[config.mk]
export PLATFORM = sky130hd
export DESIGN_NAME = serial_adder
export DESIGN_NICKNAME = d
export VERILOG_FILES = /design/src/rtl/serial_adder_pkg.sv /design/src/rtl/serial_adder_fa_cell.sv /design/src/rtl/serial_adder.sv
export SDC_FILE = /design/constraint.sdc
export NUM_CORES = 1
export LEC_CHECK = 0
export BUFFER_PORTS_ARGS = -buffer_cell sky130_fd_sc_hd__buf_2
export CAP_MARGIN = 0
export CORE_AREA = 2 2 75 55
export CTS_CLUSTER_DIAMETER = 50
export CTS_CLUSTER_SIZE = 24
export DETAILED_ROUTE_END_ITERATION = 12
export DIE_AREA = 0 0 77 57
export HOLD_SLACK_MARGIN = 0.12
export PLACE_DENSITY = 0.77
export SYNTH_ARGS = -nofsm -noshare
export SYNTH_HDL_FRONTEND = slang
export SYNTH_SLANG_ARGS = --single-unit
[constraint.sdc]
create_clock -name clk -period 1.4 [get_ports clk]
set_clock_uncertainty 0.15 [all_clocks]
set_input_delay 0.28 -clock clk [delete_from_list [all_inputs] [get_ports clk]]
set_output_delay 0.28 -clock clk [all_outputs]
set_load 0.02 [all_outputs]
[src/rtl/serial_adder_pkg.sv]
// Shared types and limits for the bit-serial adder.
package serial_adder_pkg;

  typedef enum logic [1:0] {IDLE, RUN, DONE} sa_state_t;

  localparam int SA_MAX_WIDTH = 64;

endpackage

[src/rtl/serial_adder_fa_cell.sv]
// Single-bit full adder built from two half adders out of gate primitives.
module fa_cell (
  input  logic a_i,
  input  logic b_i,
  input  logic cin_i,
  output logic sum_o,
  output logic carry_o
);

  logic halfSum;
  logic halfCarry;
  logic propCarry;

  xor xHalf (halfSum, a_i, b_i);
  and aHalf (halfCarry, a_i, b_i);
  xor xSum  (sum_o, halfSum, cin_i);
  and aProp (propCarry, halfSum, cin_i);
  or  oCarry(carry_o, halfCarry, propCarry);

endmodule

[src/rtl/serial_adder.sv]
// Bit-serial adder: one full-adder cell reused LSB-first over WIDTH cycles,
// with valid/ready handshakes on the operand and result sides.
module serial_adder
  import serial_adder_pkg::*;
#(
  parameter int WIDTH = 8
) (
  input  logic             clk,
  input  logic             rst,
  input  logic             in_valid,
  output logic             in_ready,
  input  logic [WIDTH-1:0] in_a,
  input  logic [WIDTH-1:0] in_b,
  input  logic             in_cin,
  output logic             out_valid,
  input  logic             out_ready,
  output logic [WIDTH-1:0] out_sum,
  output logic             out_cout
);

  localparam int CNT_W = (WIDTH > 1) ? $clog2(WIDTH) : 1;
  localparam logic [CNT_W-1:0] LAST_BIT = CNT_W'(WIDTH - 1);

  if (WIDTH < 1 || WIDTH > SA_MAX_WIDTH) begin : gBadWidth
    $error("serial_adder: WIDTH out of range");
  end

  sa_state_t        state_q;
  logic [WIDTH-1:0] shiftA_q;
  logic [WIDTH-1:0] shiftB_q;
  logic [WIDTH-1:0] sumSr_q;
  logic [WIDTH-1:0] sumSr_d;
  logic             carry_q;
  logic [CNT_W-1:0] cnt_q;
  logic             inReady_q;
  logic             outValid_q;
  logic [WIDTH-1:0] outSum_q;
  logic             outCout_q;
  logic             faSum;
  logic             faCarry;

  fa_cell uFa (
    .a_i     (shiftA_q[0]),
    .b_i     (shiftB_q[0]),
    .cin_i   (carry_q),
    .sum_o   (faSum),
    .carry_o (faCarry)
  );

  // New sum bits enter at the MSB so the LSB-first result lands aligned after WIDTH shifts.
  always_comb begin
    sumSr_d = sumSr_q >> 1;
    sumSr_d[WIDTH-1] = faSum;
  end

  always_ff @(posedge clk or posedge rst) begin
    if (rst) begin
      state_q    <= IDLE;
      shiftA_q   <= '0;
      shiftB_q   <= '0;
      sumSr_q    <= '0;
      carry_q    <= 1'b0;
      cnt_q      <= '0;
      inReady_q  <= 1'b1;
      outValid_q <= 1'b0;
      outSum_q   <= '0;
      outCout_q  <= 1'b0;
    end else begin
      unique case (state_q)
        IDLE: begin
          if (in_valid) begin
            shiftA_q  <= in_a;
            shiftB_q  <= in_b;
            carry_q   <= in_cin;
            cnt_q     <= '0;
            sumSr_q   <= '0;
            inReady_q <= 1'b0;
            state_q   <= RUN;
          end
        end
        RUN: begin
          shiftA_q <= shiftA_q >> 1;
          shiftB_q <= shiftB_q >> 1;
          sumSr_q  <= sumSr_d;
          carry_q  <= faCarry;
          cnt_q    <= cnt_q + CNT_W'(1);
          // Result registers only update here, so a reset mid-run never exposes a partial sum.
          if (cnt_q == LAST_BIT) begin
            outValid_q <= 1'b1;
            outSum_q   <= sumSr_d;
            outCout_q  <= faCarry;
            state_q    <= DONE;
          end
        end
        DONE: begin
          if (out_ready) begin
            outValid_q <= 1'b0;
            inReady_q  <= 1'b1;
            state_q    <= IDLE;
          end
        end
        default: state_q <= IDLE;
      endcase
    end
  end

  assign in_ready  = inReady_q;
  assign out_valid = outValid_q;
  assign out_sum   = outSum_q;
  assign out_cout  = outCout_q;

endmodule
### Word level (Yosys, flattened, before mapping)

Cells that the tools add are included.

| operators by class | value |
|---|---|
| add/subtract/negate cells | 1 |
| equality and inequality tests | 6 |
| mux-type cells | 20 |
| bitwise operators | 5 |
| reduce and logical (&&, ||, !) cells | 9 |

Operators with widths:

| kind | count |
|---|---|
| case mux 8 bit (2 select lines) | 3 |
| two-way mux 8 bit | 3 |
| AND reduction 3 bit | 3 |
| two-way mux 2 bit | 3 |
| != test 2 bit (second input constant) | 3 |
| case mux 1 bit (2 select lines) | 3 |
| case mux 2 bit (3 select lines) | 1 |
| case mux 3 bit (2 select lines) | 1 |
| nonzero test 2 bit | 3 |
| two-way mux 1 bit | 5 |
| AND reduction 2 bit | 2 |
| adder 3 x 1 -> 3 bit (second input constant) | 1 |
| == test 3 bit (second input constant) | 1 |
| two-way mux 3 bit | 1 |
| AND 1 bit | 2 |
| == test 2 x 1 -> 1 bit (second input constant) | 1 |
| == test 2 bit (second input constant) | 1 |
| zero test 2 bit | 1 |
| XOR 1 bit | 2 |
| OR 1 bit | 1 |

| word-level totals | value |
|---|---|
| register bits | 41 |
| logic and storage cells | 51 |

### Logic depth before layout (Yosys ltp)

| logic depth | value |
|---|---|
| word-level depth | 4 |
| mapped depth | 5 |
| mapped depth without buffers | 4 |

### Cells and area by module

Synthesis repeated with hierarchy kept, for this count alone.

| unflattened totals | value |
|---|---|
| cells, all modules | 145 |
| area, all modules | 1749.2 um^2 |

Modules (own cells, without submodules):

| module | times used | cells each | area each (um^2) | sequential area each (um^2) |
|---|---|---|---|---|
| serial_adder | 1 | 144 | 1729.2 | 1002.2 |
| fa_cell | 1 | 1 | 20.0 | 0.0 |

### Worst setup path after synthesis

OpenSTA, ideal clock, no wires.

| timing | value |
|---|---|
| path type | reg-to-reg |
| start | reg cnt_q[0] |
| end | reg outSum_q[0], in the netlist out_sum[0] |
| library setup time | 0.125 ns |
| arrival | 1.228 ns |
| slack | -0.103 ns |
| stages on the path, launching flop included | 5 |
| buffers on the path | 0 |
| cell sequence | dfrtp_1 ha_1 ha_1 nand2_4 mux2_2 |

| between the ends | value |
|---|---|
| longest elaborated chain between the ends | 2 |

Ends and longest elaborated chain:

| what | RTL line | text |
|---|---|---|
| start: declaration | serial_adder.sv:34 | `logic [CNT_W-1:0] cnt_q;` |
| start signal: assignment | serial_adder.sv:86 | `cnt_q <= cnt_q + CNT_W'(1);` |
| == test 3 bit | serial_adder.sv:88 | `if (cnt_q == LAST_BIT) begin` |
| AND reduction 2 bit (no source line) | - |  |
| end signal: assignment | serial_adder.sv:90 | `outSum_q <= sumSr_d;` |
| end: declaration | serial_adder.sv:37 | `logic [WIDTH-1:0] outSum_q;` |

Every way passes these cells.
A chain may end at the register's enable or synchronous reset.

### Final worst setup path

| timing | value |
|---|---|
| start | reg carry_q |
| end | reg outSum_q[7], in the netlist out_sum[7] |

| between the ends | value |
|---|---|
| longest elaborated chain between the ends | 1 |

Ends and longest elaborated chain:

| what | RTL line | text |
|---|---|---|
| start: declaration | serial_adder.sv:33 | `logic carry_q;` |
| start signal: assignment | serial_adder.sv:74 | `carry_q <= in_cin;` |
| start signal: assignment | serial_adder.sv:85 | `carry_q <= faCarry;` |
| XOR 1 bit | serial_adder_fa_cell.sv:16 | `xor xSum (sum_o, halfSum, cin_i);` |
| net faSum | serial_adder.sv:39 | `logic faSum;` |

The timed path passes the listed nets, and every way through them passes these cells.

==> results.json <==
{
  "status": "complete, but fails checks",
  "violations": "setup timing",
  "finalSetupViolCount": 17,
  "cts_tree": "yes",
  "slew_violations": 0,
  "synthCells": 146,
  "max_freq_mhz": 678.1,
  "antenna_cells": 0,
  "drive_gt1_share_pct": 44.95,
  "hold_depth": 3,
  "grt_pass1_wl_mm": 5.727,
  "cts-buffers-inserted": 5,
  "die_area_sq_um": 4389,
  "rsz0062_at_grt": "yes",
  "antenna_found_initial": 0,
  "track_usage_pct": 16.75,
  "place_congestion": 0.7775,
  "cp.required_ps": 1440,
  "min_to": "shiftB_q[4]$_DFFE_PP0P_",
  "synthTopCellsByArea": "dfrtp_1 (58%), nor2_1 (7.1%), a22o_1 (5.7%), mux2_2 (5.3%), o32ai_1 (5.2%)",
  "critPathKind": "reg -> reg",
  "finalHoldViolCount": 0,
  "slew_headroom_pct": 63.17,
  "synth_area_sq_um": 1694,
  "endpoint_kind": "flip-flop",
  "first_iter_violations": 112,
  "root_buffer": "clkbuf_8",
  "avgViaCountPerCell": 5.320,
  "leakage_nw": 1.102,
  "p_total_mw": 5.102,
  "synth_seq_area_share_pct": 59.16,
  "core_area_sq_um": 3756,
  "grt_max_degree": 41,
  "layout_commonest_cell": "dfrtp_1",
  "cts_max_level": 2,
  "yosys.area.top_type_share_pct": 57.61,
  "mappedNetlistNets": 170,
  "hpwl_mm": 2.319,
  "hold_path_class": "in -> reg",
  "clk_latency_ps": 290,
  "r2r-end": "out_sum[7]$_DFFE_PP0P_",
  "firstDrtPassIters": 4,
  "max_slew.worst_pin.slew_ps": 551.8,
  "fillers": 306,
  "die_y_um": 57,
  "ys.warnings.count": 0,
  "synth-seq-cells": 40,
  "route.vias.total": 1330,
  "clk_path_buf_depth": 2,
  "antenna_left": 0,
  "portBuffers": 31,
  "post-route-drc-count": 0,
  "peakVddDrop_mv": 1.076,
  "num_io_pins": 32,
  "critPathLaunchType": "flip-flop",
  "period_minus_slack_ps": 1475,
  "grt_pass1_vias": 1259,
  "path_clk_slew_ps": 80,
  "wl_mm": 3.684,
  "fin_crit_sh_pct": 105.3,
  "place_area_sq_um": 2017,
  "worstHoldStart": "in_b[4]",
  "die_x_um": 77,
  "syn2layout_area_growth_pct": 38.40,
  "crit_fanout": 2,
  "multiInputGateArea_sq_um": 789.5,
  "start_util_pct": 45.10,
  "synth_cell_type_count": 26,
  "detail_route.wl_per_cell_um": 14.74,
  "row_count": 19,
  "final_area_sq_um": 2345,
  "maxCapViolations": 0,
  "synth_top_cell_by_area": "dfrtp_1",
  "fin_nets": 221,
  "crit_arrival_ps": 1510,
  "r2r_cells": 2,
  "seq_area_sq_um": 1003,
  "layout_common_cells": "dfrtp_1 (38), buf_2 (32), nor2_1 (28)",
  "syn_area_per_cell_sq_um": 11.60,
  "reg2reg_slack_ps": -70,
  "numClockSinks": 40,
  "power_density_nw_per_um2": 2176,
  "overflow": 0,
  "final.setup.worst_slack_ps": -74.64,
  "r2r-start": "carry_q$_DFFE_PP0P_"
}
## routing by layer
layer,track usage [%],vias up,part of all wire (%)
li1,-,624,-
met1,23.44,654,47
met2,25.06,45,46
met3,4.114,7,5.2
met4,7.908,0,1.5
met5,0,-,0
## worst max-delay path by stage
stage                                   end  slack, ps                    from
CTS                  out_sum[7]$_DFFE_PP0P_        -70     carry_q$_DFFE_PP0P_
global placement     out_sum[7]$_DFFE_PP0P_        -40     carry_q$_DFFE_PP0P_
detailed placement   out_sum[3]$_DFFE_PP0P_        -60    cnt_q[1]$_DFFE_PP0P_
floorplan           shiftB_q[3]$_DFFE_PP0P_        -10  state_q[1]$_DFFE_PP0P_
finish               out_sum[7]$_DFFE_PP0P_        -70     carry_q$_DFFE_PP0P_
global route         out_sum[7]$_DFFE_PP0P_       -100     carry_q$_DFFE_PP0P_
## flip-flops by register name (all words and copies together), names as in the netlist
name,flops
cnt_q,3
shiftB_q,8
in_ready,1
out_sum,8
out_cout,1
shiftA_q,8
carry_q,1
sumSr_q,7
out_valid,1
state_q,2
## synthesized netlist by cell type
cell and count:
a211oi_1 5, a21oi_1 4, a22o_1 11, and2b_1 1
buf_1 1, buf_2 5, buf_6 2, clkbuf_1 1
dfrtp_1 39, dfstp_2 1, fa_1 1, ha_1 2
inv_1 4, mux2_1 1, mux2_2 8, nand2_1 2
nand2_4 1, nand2b_1 3, nand3_1 1, nor2_1 32
nor3_1 5, o21ai_0 3, o21ba_2 1, o21bai_1 1
o32ai_1 10, or2_1 1
## worst max-delay path, stage by stage (launching register included)
cell	delay, ps
dfrtp_1	410
fa_1	520
mux2_4	290
## area by class of cell
type / count / area share, %
Clock buffer: 6 / 3.095
Multi-Input combinational cell: 94 / 33.67
Timing Repair Buffer: 52 / 15.53
Tap cell: 52 / 2.775
Clock inverter: 2 / 1.494
Sequential cell: 40 / 42.80
Inverter: 4 / 0.6403
## cells by family after synthesis
group | synth area share [%]
AND/OR/NAND/NOR | 11.89
flip-flops | 59.16
AO/OA/AOI/OAI | 16.17
buffers and inverters | 4.135
multiplexers | 5.982
adder cells (fa/ha/maj) | 2.659
## power breakdown
part	switching (mW)	internal [mW]	total, mW
clock	0.389	0.529	0.917
sequential	0.336	1.64	1.98
combinational	1.07	1.14	2.21
## per-stage QoR
stage / std cells / TNS, ps / util [%] / hold slack (ps) / setup slack (ps)
after detailed placement: 230 / -914.3 / 53.70 / 200.7 / -61.67
final: 250 / -637.2 / 62.43 / 115.2 / -74.64
after global placement: 230 / -383.8 / 53.70 / 197.1 / -41.82
after global routing: 250 / -1299 / 62.43 / 121.0 / -103.8
after CTS: 243 / -513.3 / 58.53 / 120.7 / -70.58
after floorplan: 146 / -138.7 / - / 262.5 / -10.45
## repair_timing
action / 4_1_cts / 5_1_grt
endpoints found under the setup margin: 27 / 38
hold buffers: 4 / 0
resized for setup: 8 / 22
cloned: 0 / 3
buffers inserted: 1 / 4
pin swaps: 2 / 7
hold endpoints to repair: 42 / 0
Note: power is estimated with default switching activity, not from simulation.
